[config.mk]
export PLATFORM = sky130hd
export DESIGN_NAME = bslu_bs3r_seq
export DESIGN_NICKNAME = d
export VERILOG_FILES = /design/src/rtl/bslu_pkg.sv /design/src/rtl/bslu_seq_fifo.sv /design/src/rtl/bslu_bs3r_seq.sv
export SDC_FILE = /design/constraint.sdc
export NUM_CORES = 1
export LEC_CHECK = 0
export BUFFER_PORTS_ARGS = -buffer_cell sky130_fd_sc_hd__buf_2
export CAP_MARGIN = 15
export CORE_MARGIN = 2
export CORE_UTILIZATION = 50
export CTS_CLUSTER_SIZE = 8
export DETAILED_ROUTE_END_ITERATION = 16
export PLACE_DENSITY = 0.72
export SLEW_MARGIN = 0
export SYNTH_ARGS = -nofsm -noshare
export SYNTH_HDL_FRONTEND = slang
export SYNTH_SLANG_ARGS = --single-unit
export TNS_END_PERCENT = 5
[constraint.sdc]
create_clock -name clk -period 6.45 [get_ports clk]
set_clock_uncertainty 0.05 [all_clocks]
set_input_delay 0.3225 -clock clk [delete_from_list [all_inputs] [get_ports clk]]
set_output_delay 0.3225 -clock clk [all_outputs]
set_load 0.05 [all_outputs]
[src/rtl/bslu_pkg.sv]
// Shared definitions for the BSLU sequencer: opcodes, op bit positions,
// register indices, instruction field positions and the micro-op decoder.
package bslu_pkg;

  typedef enum logic [2:0] {
    OPC_NOP = 3'd0,
    OPC_MOV = 3'd1,
    OPC_SET = 3'd2,
    OPC_NOT = 3'd3,
    OPC_AND = 3'd4,
    OPC_OR  = 3'd5,
    OPC_XOR = 3'd6,
    OPC_SEL = 3'd7
  } opcode_e;

  localparam int OP_MOV_B  = 0;
  localparam int OP_SET_B  = 1;
  localparam int OP_SETV_B = 2;
  localparam int OP_NOT_B  = 3;
  localparam int OP_AND_B  = 4;
  localparam int OP_OR_B   = 5;
  localparam int OP_XOR_B  = 6;
  localparam int OP_SEL_B  = 7;

  localparam int REG_SA = 0;
  localparam int REG_CR = 1;
  localparam int REG_PR = 2;
  localparam int REG_T1 = 3;

  localparam int INSTR_W  = 16;
  localparam int F_OPC_LO = 13;
  localparam int F_IMM    = 12;
  localparam int F_RD_LO  = 10;
  localparam int F_RS1_LO = 8;
  localparam int F_RS2_LO = 6;
  localparam int F_RPT_LO = 0;
  localparam int RPT_W    = 6;

  typedef enum logic {ST_IDLE = 1'b0, ST_ISSUE = 1'b1} seq_state_e;

  typedef struct packed {
    logic [7:0] op;
    logic [3:0] rs1;
    logic [3:0] rs2;
    logic [3:0] rd;
  } uop_t;

  function automatic uop_t decode_uop(input logic [INSTR_W-1:0] instr);
    uop_t       u;
    opcode_e    opc;
    logic [3:0] rd_oh, rs1_oh, rs2_oh;
    u      = '0;
    opc    = opcode_e'(instr[F_OPC_LO +: 3]);
    rd_oh  = 4'(1 << instr[F_RD_LO  +: 2]);
    rs1_oh = 4'(1 << instr[F_RS1_LO +: 2]);
    rs2_oh = 4'(1 << instr[F_RS2_LO +: 2]);
    case (opc)
      OPC_MOV: u.op[OP_MOV_B] = 1'b1;
      OPC_SET: begin
        u.op[OP_SET_B]  = 1'b1;
        u.op[OP_SETV_B] = instr[F_IMM];
      end
      OPC_NOT: u.op[OP_NOT_B] = 1'b1;
      OPC_AND: u.op[OP_AND_B] = 1'b1;
      OPC_OR:  u.op[OP_OR_B]  = 1'b1;
      OPC_XOR: u.op[OP_XOR_B] = 1'b1;
      OPC_SEL: u.op[OP_SEL_B] = 1'b1;
      default: ;
    endcase
    // nop keeps every select at zero; set has no sources; unary ops have no rs2
    if (opc != OPC_NOP) u.rd = rd_oh;
    if (opc != OPC_NOP && opc != OPC_SET) u.rs1 = rs1_oh;
    if (opc inside {OPC_AND, OPC_OR, OPC_XOR, OPC_SEL}) u.rs2 = rs2_oh;
    return u;
  endfunction

endpackage

[src/rtl/bslu_seq_fifo.sv]
// Instruction FIFO for the BSLU sequencer. DEPTH must be a power of two so
// the pointers wrap naturally; count carries one extra bit to tell full.
module bslu_seq_fifo #(
  parameter int DEPTH = 4,
  parameter int WIDTH = 16
) (
  input  logic             clk,
  input  logic             rst,
  input  logic             push_i,
  input  logic [WIDTH-1:0] wdata_i,
  input  logic             pop_i,
  output logic [WIDTH-1:0] rdata_o,
  output logic             full_o,
  output logic             empty_o
);

  localparam int AW = (DEPTH > 1) ? $clog2(DEPTH) : 1;

  logic [WIDTH-1:0] mem_q [DEPTH];
  logic [AW-1:0]    wr_ptr_q, wr_ptr_d, rd_ptr_q, rd_ptr_d;
  logic [AW:0]      cnt_q, cnt_d;
  logic             push_ok, pop_ok;

  assign full_o  = (cnt_q == (AW+1)'(DEPTH));
  assign empty_o = (cnt_q == '0);
  assign push_ok = push_i && !full_o;
  assign pop_ok  = pop_i && !empty_o;
  assign rdata_o = mem_q[rd_ptr_q];

  always_comb begin
    wr_ptr_d = push_ok ? AW'(wr_ptr_q + 1'b1) : wr_ptr_q;
    rd_ptr_d = pop_ok  ? AW'(rd_ptr_q + 1'b1) : rd_ptr_q;
    cnt_d    = cnt_q;
    if (push_ok && !pop_ok)      cnt_d = (AW+1)'(cnt_q + 1'b1);
    else if (pop_ok && !push_ok) cnt_d = (AW+1)'(cnt_q - 1'b1);
  end

  always_ff @(posedge clk or posedge rst) begin
    if (rst) begin
      wr_ptr_q <= '0;
      rd_ptr_q <= '0;
      cnt_q    <= '0;
    end else begin
      wr_ptr_q <= wr_ptr_d;
      rd_ptr_q <= rd_ptr_d;
      cnt_q    <= cnt_d;
    end
  end

  // storage needs no reset: empty pointers make stale entries unreachable
  always_ff @(posedge clk) begin
    if (push_ok) mem_q[wr_ptr_q] <= wdata_i;
  end

endmodule

[src/rtl/bslu_bs3r_seq.sv]
// BSLU repeat sequencer: queues packed instructions and issues each one as
// rpt+1 one-hot micro-ops. Define BSLU_SEQ_PERF_CNT_EN to add perf_cnt.
module bslu_bs3r_seq
  import bslu_pkg::*;
#(
  parameter int FIFO_DEPTH = 4
) (
  input  logic        clk,
  input  logic        rst,
  input  logic        in_valid,
  output logic        in_ready,
  input  logic [15:0] in_instr,
  input  logic        stall,
  output logic [3:0]  rs1,
  output logic [3:0]  rs2,
  output logic [3:0]  rd,
  output logic [7:0]  op,
  output logic        busy
`ifdef BSLU_SEQ_PERF_CNT_EN
  ,
  output logic [15:0] perf_cnt
`endif
);

  logic               fifo_full, fifo_empty, fifo_pop;
  logic [INSTR_W-1:0] fifo_rdata;
  seq_state_e         state_q, state_d;
  logic [RPT_W-1:0]   cnt_q, cnt_d;
  logic [INSTR_W-1:0] act_q, act_d;
  uop_t               uop_q, uop_d;
  logic               issue;

  bslu_seq_fifo #(.DEPTH(FIFO_DEPTH), .WIDTH(INSTR_W)) u_fifo (
    .clk     (clk),
    .rst     (rst),
    .push_i  (in_valid),
    .wdata_i (in_instr),
    .pop_i   (fifo_pop),
    .rdata_o (fifo_rdata),
    .full_o  (fifo_full),
    .empty_o (fifo_empty)
  );

  // cnt_q holds the micro-ops still owed by the active instruction
  always_comb begin
    state_d  = state_q;
    cnt_d    = cnt_q;
    act_d    = act_q;
    uop_d    = '0;
    fifo_pop = 1'b0;
    issue    = 1'b0;
    case (state_q)
      ST_IDLE: begin
        if (!fifo_empty && !stall) begin
          fifo_pop = 1'b1;
          act_d    = fifo_rdata;
          cnt_d    = fifo_rdata[F_RPT_LO +: RPT_W];
          uop_d    = decode_uop(fifo_rdata);
          issue    = 1'b1;
          state_d  = ST_ISSUE;
        end
      end
      ST_ISSUE: begin
        if (cnt_q != '0) begin
          if (!stall) begin
            cnt_d = RPT_W'(cnt_q - 1'b1);
            uop_d = decode_uop(act_q);
            issue = 1'b1;
          end
        end else if (!fifo_empty) begin
          // back-to-back: the next instruction's first micro-op follows directly
          if (!stall) begin
            fifo_pop = 1'b1;
            act_d    = fifo_rdata;
            cnt_d    = fifo_rdata[F_RPT_LO +: RPT_W];
            uop_d    = decode_uop(fifo_rdata);
            issue    = 1'b1;
          end
        end else begin
          state_d = ST_IDLE;
        end
      end
      default: state_d = ST_IDLE;
    endcase
  end

  always_ff @(posedge clk or posedge rst) begin
    if (rst) begin
      state_q <= ST_IDLE;
      cnt_q   <= '0;
      act_q   <= '0;
      uop_q   <= '0;
    end else begin
      state_q <= state_d;
      cnt_q   <= cnt_d;
      act_q   <= act_d;
      uop_q   <= uop_d;
    end
  end

  assign in_ready = !fifo_full;
  assign busy     = (state_q == ST_ISSUE) || !fifo_empty;
  assign op       = uop_q.op;
  assign rs1      = uop_q.rs1;
  assign rs2      = uop_q.rs2;
  assign rd       = uop_q.rd;

`ifdef BSLU_SEQ_PERF_CNT_EN
  logic [15:0] perf_q;

  always_ff @(posedge clk or posedge rst) begin
    if (rst)        perf_q <= '0;
    else if (issue) perf_q <= perf_q + 16'd1;
  end

  assign perf_cnt = perf_q;
`else
  logic unused_issue;
  assign unused_issue = issue;
`endif

endmodule

# Word level (Yosys, flattened, before mapping)
# Memory sizes are Yosys's and may differ from the RTL's.
# Cells that the tools add are included.
# op_classes
n_bitwise,1
reduce_logical,22
shifts,6
n_mux,49
n_mul,0
n_lt_le_gt_ge,0
n_eq_ne,24
div_mod_pow,0
addsub,5
# ops
operator,n
$mux 20,5
$mux 16,4
$pmux 20 s2,1
$pmux 16 s2,1
$mux 6,5
$eq 3x3->1 const B,9
$mux 4,6
$shl 1x2->4 const A,6
$mux 1,20
$eq 3x2->1 const B,4
$pmux 6 s2,1
$ne 3x2->1 const B,3
$ne 2x2->1 const B,4
$reduce_and 4->1,2
$reduce_bool 4->1,2
$logic_and 1x1->1,7
$eq 3x1->1 const B,2
$mux 3,2
$ne 3x3->1 const B,2
$reduce_bool 3->1,2
$reduce_bool 6->1,1
$sub 6x1->6 const B,1
$logic_not 1->1,5
$add 2x1->2 const B,2
other kinds (8),10
# word_totals
mem_count,1
out_inout_bits,22
mem_bits_rw,64
ff_bits,50
inputBits,20
elab_cells,118
latchBits,0
rom_bits,0
# memory_table
name,depth,width,rd,rd_ports_with_merged_regs,wr,line,text
u_fifo.mem_q,4,16,1,0,1,bslu_seq_fifo.sv:19,logic [WIDTH-1:0] mem_q [DEPTH];

# Depth between registers and ports, before layout
# logic_depth
depth_word,9
ltp_mapped,13
ltp_nobuf,12

# By module
# Synthesis repeated with hierarchy kept, for this count alone.
# hier_totals
cells_unflattened,286
hier_area_um2,4494.3
# by_module_without_submodules
module,seq_area_each_um2,area_each_um2,n_inst,cells_each
bslu_seq_fifo,2097.0,2796.4,1,120
bslu_bs3r_seq,925.9,1697.9,1,166

# Least setup slack after synthesis
# Ideal clock, no wire load.
# synth_path
path_type,flip-flop to flip-flop
startpoint,reg cnt_q[0]
endpoint,reg u_fifo.cnt_q[2]
period_less_slack_ps,2687
path_buffers,1
required_ps,6321
slack_ps,3763
setup_ps,79
stages_incl_launch_ff,14
arrival_ps,2558
cell_sequence,dfrtp_1 > inv_1 > ha_1 > nor2b_1 > a21boi_1 > clkbuf_1 > nor2_4 > inv_1 > ha_1 > inv_1 > fa_1 > xor2_1 > nor2_1 > xor2_1
# synth_via
elab_chain_cells,7
elab_cells_between_ends,9
cone_classes,mux (3); reduce/logical (6)
# synth_rtl
item,line,text
start: declaration,bslu_bs3r_seq.sv:28,"logic [RPT_W-1:0] cnt_q, cnt_d;"
start signal: assignment,bslu_bs3r_seq.sv:95,cnt_q <= cnt_d;
$reduce_bool 6->1 *,bslu_bs3r_seq.sv:64,if (cnt_q != '0) begin
$mux 1 *,bslu_bs3r_seq.sv:64,
$pmux 1 s2 *,bslu_bs3r_seq.sv:52,case (state_q)
$logic_and 1x1->1 *,bslu_seq_fifo.sv:27,assign pop_ok = pop_i && !empty_o;
$logic_not 1->1,bslu_seq_fifo.sv:34,if (push_ok && !pop_ok) cnt_d = (AW+1)'(cnt_q + 1'b1);
$logic_and 1x1->1,bslu_seq_fifo.sv:34,
$mux 3 / $reduce_bool 2->1 (equally long branches),n/a,
end signal: assignment,bslu_seq_fifo.sv:46,cnt_q <= cnt_d;
end: declaration,bslu_seq_fifo.sv:21,"logic [AW:0] cnt_q, cnt_d;"
# Every way passes the cells marked *; elsewhere a longest branch is shown, timed or not.
# A chain may end at the register's enable or synchronous reset.

# Worst setup path after layout
# Ends and elaborated chain as after synthesis.

==> flow_metrics.py <==
metrics = {
    "status": {
        "status": "finished clean",
    },
    "route": {
        "drt_iter0_drc": 109,
        "drc": 0,
        "vias_per_cell": 5.763,
        "dr.pass1.iters": 4,
        "routed_wirelength_mm": 8.148,
        "wire_per_inst_um": 18.19,
        "dr_total_vias": 2582,
        "antenna_left": 0,
    },
    "logic_synthesis": {
        "synth_top_family_by_area": "multiplexers",
        "synthTopCellsByArea": "edfxtp_1, dfrtp_1, mux4_2",
        "ys.flop_type": "edfxtp_1",
        "syn-mean-instance-area_um2": 15.33,
        "syn_nets": 318,
        "synth_top_area_share_pct": 43.23,
        "yosysTopAreaCell": "edfxtp_1",
        "yosys.area_share.xor_xnor_pct": 1.182,
        "ys_seq_elements": 108,
        "yosysUniqueCellTypes": 48,
        "netlist_area_um2": 4446,
        "synth_compound_area_share_pct": 8.641,
        "syn_inst": 290,
        "synthMuxAreaShare_pct": 9.091,
        "yosys_warnings": 0,
        "async_reset_ff_share_pct": 40.74,
        "yosys.area_share.simple_pct": 7.993,
        "synthAdderAreaFrac_pct": 2.420,
        "yosysSeqAreaShare_pct": 68.00,
        "synth_edf_count": 64,
    },
    "clock_network": {
        "clock-root-buffer": "clkbuf_8",
        "cts_tree": "yes",
        "cts.sinks": 108,
        "postCtsSetupBuffers": 0,
        "cts_resized": 0,
        "clock_latency_ns": 0.37,
        "clkTransAtPathRegs_ns": 0.11,
        "ctsHoldBuffers": 0,
        "cts_max_path_buffers": 2,
        "h-tree-depth": 3,
        "cts-buffers-inserted": 9,
    },
    "floorplan": {
        "die_x_um": 98.29,
        "start_util_pct": 51.23,
        "coreArea_um2": 8678,
        "row_count": 34,
        "design.die.area_um2": 9661,
        "fp.dieH_um": 98.29,
        "ios": 42,
    },
    "sta": {
        "hold_ws_ns": 0.01616,
        "tns_ns": 0,
        "rsz0062_at_grt": "no",
        "fin_ws_ns": 3.265,
        "setup_viol": 0,
        "worstMarginPinSlew_ns": 0.9128,
        "timing.final.crit_share_pct": 49.38,
        "drv_slew": 0,
        "fin_crit_ns": 3.185,
        "slew_headroom_pct": 39.02,
        "hold_viol": 0,
        "timing.fmax_mhz": 314.0,
    },
    "final_layout": {
        "area_growth_pct": 11.65,
        "layout_common_cells": "edfxtp_1, dfrtp_1, buf_2",
        "multi_input_area_um2": 1304,
        "ff_latch_area_um2": 3023,
        "drive_gt1_share_pct": 24.71,
        "n_antenna_cell": 0,
        "final_nets": 363,
        "fillers": 704,
        "final_core_utilization_pct": 57.19,
        "final_common_cell": "edfxtp_1",
    },
    "pwr": {
        "power_density_nw_per_um2": 417.9,
        "max-vdd-ir-drop_v": 0.0001492,
        "p_leak_nw": 1.921,
    },
    "critical_path": {
        "arrival_ns": 3.43,
        "r2r-start": "cnt_q[0]",
        "r2r_end": "u_fifo.cnt_q[2]",
        "path_buf_inv": 3,
        "r2r_slack_ns": 3.27,
        "cpPeakStageDelay_ns": 0.73,
        "path_cells": "inv_1 -> ha_1 -> nor2b_1 -> a21boi_1 -> nor2_4 -> inv_1 -> ha_1 -> inv_1 -> fa_1 -> xor2_1 -> nor2_1 -> xor2_1",
        "critPathRequiredTime_ns": 6.69,
        "path_depth": 12,
        "cp_common_cell": "inv_1",
        "worst_setup_path_start_kind": "flop",
        "r2r_cells": 12,
        "crit_fanout": 12,
        "critPathTopFamily": "adder cells",
        "crit_type": "reg -> reg",
        "crit_start": "cnt_q[0]",
        "crit_path_end_kind": "flop",
        "crit_path_top_delay_cell": "a21boi_1",
    },
    "global_route": {
        "grt_usage_pct": 18.19,
        "grt_max_degree": 45,
        "grt_overflow": 0,
        "grt_pass1_wl_mm": 13.55,
        "antenna_found_initial": 0,
        "grt_pass1_vias": 2651,
    },
    "place": {
        "dp_hpwl_mm": 5.491,
        "port_buffers": 41,
        "gp_congestion": 0.8505,
        "dp_slack_ns": 3.268,
    },
    "min_path": {
        "holdCritPathClass": "in -> async",
    },
    "job": {
        "maxCapViolCount": 0,
    },
}
==> power by group <==
group / switching, W / internal [W]
Sequential: 0.000101 / 0.000910
Combinational: 0.000397 / 0.000241
Clock: 0.000237 / 0.000189
==> through the flow <==
step | std cells | area (um2) | power, W
after global routing | 448 | 4964 | 0.002189
after detailed placement | 432 | 4757 | 0.001667
final | 448 | 4964 | 0.002074
after global placement | 432 | 4757 | 0.001650
after floorplan | 290 | 4446 | 0.001498
after CTS | 448 | 4964 | 0.002091
==> how the worst max path moves through the flow <==
| stage | end | slack, ns |
|---|---|---|
| global route | u_fifo.cnt_q[2] | 2.98 |
| global placement | u_fifo.cnt_q[2] | 3.42 |
| floorplan | u_fifo.cnt_q[2] | 3.76 |
| finish | u_fifo.cnt_q[2] | 3.27 |
| detailed placement | u_fifo.cnt_q[2] | 3.27 |
| CTS | u_fifo.cnt_q[2] | 3.27 |
==> worst min-delay path, cell delays in order <==
cell and delay (ns):
buf_2 0.10, clkinv_1 0.03, buf_4 0.44
==> area by class of cell <==
class                      instances  area share [%]
clock buffer                      10           2.571
clock inverter                     6           1.588
inverter                          18           1.361
multi-input combinational        154           26.27
sequential                       108           60.90
tap                              108           2.722
timing repair buffer              44           4.588
==> cells in the mapped netlist, drive strengths merged, types with 6 or more instances <==
master,number
inv,18
nor2,7
nor3,9
dfrtp,44
or3,6
o21ai,17
edfxtp,64
o32ai,11
nand3,15
mux4,15
buf,6
nand2,10
ha,7
==> sequential cells by signal, summed over array words and instances, names as in the netlist <==
name             cells
act_q               10
u_fifo.rd_ptr_q      2
cnt_q                6
rd                   4
op                   8
rs2                  4
u_fifo.cnt_q         3
rs1                  4
state_q              1
u_fifo.mem_q        64
u_fifo.wr_ptr_q      2
==> cells by family (layout without fill, tap and decap cells) <==
logic type / after synthesis / after routing
xor gates and xnor gates: 6 / 6
adders and majority gates: 8 / 8
buffers and inverters: 28 / 78
DFF: 108 / 108
and+or+nand+nor: 66 / 66
AOI/OAI and AO/OA: 53 / 53
muxes: 21 / 21
==> metal layers <==
metal	vias up	part of all wire, %	global-route usage [%]
met5	-	0	0
met1	1290	44	25.01
met3	18	4.3	3.293
met2	66	49	28.57
met4	0	2.3	8.325
li1	1208	-	-
Note: power is estimated with default switching activity, not from simulation.
